[src/rtl/rca_word_sequencer.sv]
// rca_word_sequencer: wide W = N*K bit adder built by time-multiplexing one
// N-bit ripple-carry adder over K chunks, least significant chunk first.
// Also contains RCA_parametrizable, the shared N-bit ripple-carry adder.

module RCA_parametrizable #(
   parameter int unsigned N = 4
) (
   input  logic [N-1:0] A,
   input  logic [N-1:0] B,
   input  logic         Cin,
   output logic [N-1:0] S,
   output logic         Cout
);

   logic [N:0] c;

   assign c[0] = Cin;

   // One full adder per bit, carry rippling upward
   for (genvar i = 0; i < N; i++) begin : g_fa
      assign S[i]   = A[i] ^ B[i] ^ c[i];
      assign c[i+1] = (A[i] & B[i]) | (c[i] & (A[i] ^ B[i]));
   end

   assign Cout = c[N];

endmodule

module rca_word_sequencer #(
   parameter int unsigned N = 4,
   parameter int unsigned K = 4
) (
   input  logic           clk,
   input  logic           rst,
   input  logic           start,
   input  logic [N*K-1:0] A,
   input  logic [N*K-1:0] B,
   input  logic           Cin,
   output logic [N*K-1:0] Sum,
   output logic           Cout,
   output logic           busy,
   output logic           done
);

   localparam int unsigned W  = N * K;
   localparam int unsigned IW = (K > 1) ? $clog2(K) : 1;
   localparam int unsigned BW = (W > 1) ? $clog2(W) : 1;

   typedef enum logic [1:0] {
      S_IDLE = 2'd0,
      S_RUN  = 2'd1,
      S_DONE = 2'd2
   } state_t;

   state_t         state_q;
   state_t         state_d;

   logic [W-1:0]   a_q;
   logic [W-1:0]   b_q;
   logic           carry_q;
   logic [W-1:0]   part_q;
   logic [IW-1:0]  idx_q;

   logic [BW-1:0]  base_c;
   logic           last_c;
   logic [N-1:0]   rca_a_c;
   logic [N-1:0]   rca_b_c;
   logic [N-1:0]   rca_s_c;
   logic           rca_co_c;
   logic [W-1:0]   sum_next_c;

   // Bit offset of the chunk currently being processed
   assign base_c  = BW'(idx_q * N);
   assign last_c  = (idx_q == IW'(K - 1));
   assign rca_a_c = a_q[base_c +: N];
   assign rca_b_c = b_q[base_c +: N];

   RCA_parametrizable #(.N(N)) u_rca (
      .A    (rca_a_c),
      .B    (rca_b_c),
      .Cin  (carry_q),
      .S    (rca_s_c),
      .Cout (rca_co_c)
   );

   // Partial result with the current chunk merged in (also the final word on the last chunk)
   always_comb begin
      sum_next_c                = part_q;
      sum_next_c[base_c +: N]   = rca_s_c;
   end

   // State register
   always_ff @(posedge clk) begin
      if (rst) state_q <= S_IDLE;
      else     state_q <= state_d;
   end

   // Next-state decode
   always_comb begin
      state_d = state_q;
      case (state_q)
         S_IDLE:  if (start)  state_d = S_RUN;
         S_RUN:   if (last_c) state_d = S_DONE;
         S_DONE:  state_d = S_IDLE;
         default: state_d = S_IDLE;
      endcase
   end

   // Datapath: operand capture, per-chunk accumulation, result and status registers
   always_ff @(posedge clk) begin
      if (rst) begin
         a_q     <= '0;
         b_q     <= '0;
         carry_q <= 1'b0;
         part_q  <= '0;
         idx_q   <= '0;
         Sum     <= '0;
         Cout    <= 1'b0;
         busy    <= 1'b0;
         done    <= 1'b0;
      end else begin
         busy <= (state_d == S_RUN);
         done <= (state_d == S_DONE);
         case (state_q)
            S_IDLE: begin
               if (start) begin
                  a_q     <= A;
                  b_q     <= B;
                  carry_q <= Cin;
                  idx_q   <= '0;
               end
            end
            S_RUN: begin
               part_q  <= sum_next_c;
               carry_q <= rca_co_c;
               idx_q   <= idx_q + IW'(1);
               if (last_c) begin
                  Sum  <= sum_next_c;
                  Cout <= rca_co_c;
               end
            end
            default: ;
         endcase
      end
   end

endmodule

[config.mk]
export PLATFORM = sky130hd
export DESIGN_NAME = rca_word_sequencer
export DESIGN_NICKNAME = d
export VERILOG_FILES = /design/src/rtl/rca_word_sequencer.sv
export SDC_FILE = /design/constraint.sdc
export NUM_CORES = 1
export LEC_CHECK = 0
export CAP_MARGIN = 20
export CORE_ASPECT_RATIO = 1.2
export CORE_MARGIN = 3
export CORE_UTILIZATION = 31
export DETAILED_ROUTE_END_ITERATION = 10
export PLACE_DENSITY = 0.53
export SYNTH_ARGS = -nofsm -noshare
export SYNTH_HDL_FRONTEND = slang
export SYNTH_HIERARCHICAL = 1
export SYNTH_SLANG_ARGS = --single-unit
[constraint.sdc]
create_clock -name clk -period 4.17 [get_ports clk]
set_input_delay 0.6255 -clock clk [delete_from_list [all_inputs] [get_ports clk]]
set_output_delay 0.6255 -clock clk [all_outputs]
set_load 0.05 [all_outputs]
==> impl_metrics.ini <==
[floorplan]
die_area_mm2 = 0.0117
dieWidth_um = 99.2
num_rows = 40
die_h_um = 118
placeableCoreArea_mm2 = 0.0101
start_util_pct = 32.0
ios = 55

[worst_setup_path]
crit_buf_inv = 4
rr_endpoint = Sum[7]$_SDFFE_PP0P_
cp.depth = 12
crit-reg2reg-launch = idx_q[0]$_SDFFE_PP0P_
slowest_stage = mux4_2
required_ps = 4410
critical_path.max_stage_delay_ps = 540
critPathCapture = Sum[7]$_SDFFE_PP0P_
r2r_setup_slack_ps = 900
worstSetupEndpointType = flop
reg2reg_depth = 12
cp.arrival_ps = 3510
cp_cell_sequence = mux4_2 > fa_1 > inv_1 > fa_1 > inv_1 > fa_1 > inv_1 > fa_1 > inv_1 > and3b_1 > a221oi_1 > nor3_1
crit_family = adder cells
path_max_fanout = 7
crit_type = reg2reg
crit_path_start = idx_q[0]$_SDFFE_PP0P_
cp-start-kind = flop

[timing]
holdWs_ps = 452
setup_violations = 0
rsz0062_at_grt = no
hold_viol_final = 0
period_minus_slack_ps = 3270
fin_ws_ps = 903
finClkSkew_ps = 5.02
timing.fmax_mhz = 306
max_slew_margin_pct = 28.4
slew_viol_final = 0
setup_tns_ps = 0
worst_pin_slew_ps = 1070
timing.final.crit_share_pct = 78.3

[yosys]
synth_top_cell_by_area = dfxtp_1
syn_avg_cell_area_um2 = 9.28
seq_area_frac_synth_pct = 44.6
synth_top_area_share_pct = 44.6
async_reset_ff_share_pct = 0
synth_nets = 394
synth_cell_types = 36
synth_ff_type = dfxtp_1
ys_seq_elements = 72
netlist_area_mm2 = 0.00323
syn_inst = 348
synth_enable_flop_cells = 0
ys_warn_count = 6
synthTopCellsByArea = dfxtp_1, nand2_1, a21oi_1

[place]
gp_congestion = 0.745
io_buffers = 54
dpl_cell_area_mm2 = 0.00376
dp.cells = 505
dp_slack_ps = 899
dp_hpwl_um = 5180

[final_layout]
fin_area_mm2 = 0.00410
area_growth_pct = 26.9
nFillCells = 1046
layout_common_cells = dfxtp_1, nand2_1, clkdlybuf4s50_1, a21oi_1, nor2_1
nNetsFinal = 437
drive_gt1_share_pct = 10.1
layout_commonest_cell = dfxtp_1
fin_cells = 521
diodes = 0
final_core_util_pct = 40.6

[clock_network]
path_clk_slew_ps = 60
hold_buffers = 0
cts_resized = 0
clock_sinks = 72
htreeDepth = 3
cts_made_buffers = 9
clk_latency_ps = 320
clockBufferDepth = 2
postCtsSetupBuffers = 0
cts-root-buf = clkbuf_16
cts_tree = done

[grt]
grt_overflow = 0
grt_pass1_vias = 2515
grt_max_degree = 45
antenna_found_initial = 0
gr-usage-all-layers_pct = 13.0
grt_pass1_wl_um = 12300

[power]
powerDensity_mw_per_mm2 = 421
power_frac_seq_pct = 42.1
max-vdd-ir-drop_uv = 204
swShare_pct = 23.8
power_frac_comb_pct = 11.5
finalPower_mw = 1.73
leakage_nw = 1.52
p_switching_mw = 0.411
clock_power_share_pct = 46.4
internal_power_mw = 1.32

[route]
drtIter0Drc = 112
wl_per_cell_um = 14.4
via_per_inst = 4.89
totalWireLength_um = 7480
firstDrtPassIters = 4
drc_errors = 0
ant_nets = 0
vias = 2548

[run_status]
status = finished, final reports clean

[run]
maxCapViolCount = 0

[min_path]
hold_class = reg2reg
[registers in the layout, summed over array words and instances, names as in the netlist, 2 cells and up]
register / flops
Sum: 16
a_q: 16
b_q: 16
part_q: 16
idx_q: 2
state_q: 2
[power groups by stage]
| stage | Sequential (mW) | Combinational (mW) | Clock, mW |
|---|---|---|---|
| global placement | 0.743 | 0.192 | 0 |
| CTS | 0.728 | 0.195 | 0.819 |
| finish | 0.728 | 0.198 | 0.801 |
| floorplan | 0.742 | 0.134 | 0 |
| detailed placement | 0.743 | 0.194 | 0 |
| global route | 0.731 | 0.219 | 0.854 |
[per-layer routing]
layer | vias up | global-route usage (%) | share of wire (%)
met5 | - | 0 | 0
met4 | 0 | 4.10 | 0.91
met3 | 8 | 3.85 | 5.0
met2 | 59 | 21.0 | 49
met1 | 1189 | 16.5 | 45
li1 | 1292 | - | -
[worst reg2reg max path, stage by stage (launching register included)]
cell	delay, ps
dfxtp_1	390
mux4_2	540
fa_1	430
inv_1	80
fa_1	180
inv_1	50
fa_1	360
inv_1	70
fa_1	400
inv_1	200
and3b_1	220
a221oi_1	80
nor3_1	190
[worst min path at each step]
stage / start / endpoint / slack (ps) / cells past startpoint
final: part_q[9]$_SDFFE_PP0N_ / part_q[9]$_SDFFE_PP0N_ / 450 / 2
after CTS: part_q[9]$_SDFFE_PP0N_ / part_q[9]$_SDFFE_PP0N_ / 450 / 2
after detailed placement: part_q[11]$_SDFFE_PP0N_ / part_q[11]$_SDFFE_PP0N_ / 440 / 2
after global routing: a_q[10]$_SDFFE_PP0P_ / a_q[10]$_SDFFE_PP0P_ / 470 / 2
after global placement: part_q[11]$_SDFFE_PP0N_ / part_q[11]$_SDFFE_PP0N_ / 440 / 2
after floorplan: part_q[11]$_SDFFE_PP0N_ / part_q[11]$_SDFFE_PP0N_ / 430 / 2
[synth_stat cells (2+ instances only)]
master    count
a21oi_1      41
a221oi_1     12
a22o_1        8
a311oi_1      4
a32oi_1       4
and3b_1       4
and3b_2       2
and4bb_2      3
buf_2         5
buf_4         5
buf_6         8
clkbuf_1      6
dfxtp_1      72
fa_1          4
ha_1          6
inv_1        16
mux4_2        8
nand2_1      71
nand2b_1      7
nand3_1       4
nand3b_1      2
nand4_1       4
nor2_1       24
nor3_1       15
nor3b_4       2
[area by class of cell]
cell class / instances / area (um2) / area share, %
flip-flops and latches: 72 / 1440 / 35.2
clock inverters: 6 / 85.1 / 2.08
well taps: 126 / 158 / 3.84
multi-input cells: 234 / 1550 / 37.7
repair buffers: 58 / 586 / 14.3
clock buffers: 9 / 225 / 5.49
inverters: 16 / 60.1 / 1.46
[cells by family after synthesis]
kind of cell | share of synthesized area [%]
AO/OA/AOI/OAI | 14.5
adder cells (fa/ha/maj) | 4.80
buffers and inverters | 7.55
flip-flops | 44.6
multiplexers | 5.89
AND/OR/NAND/NOR | 22.7
No activity file was read; power rests on OpenSTA's default activity.
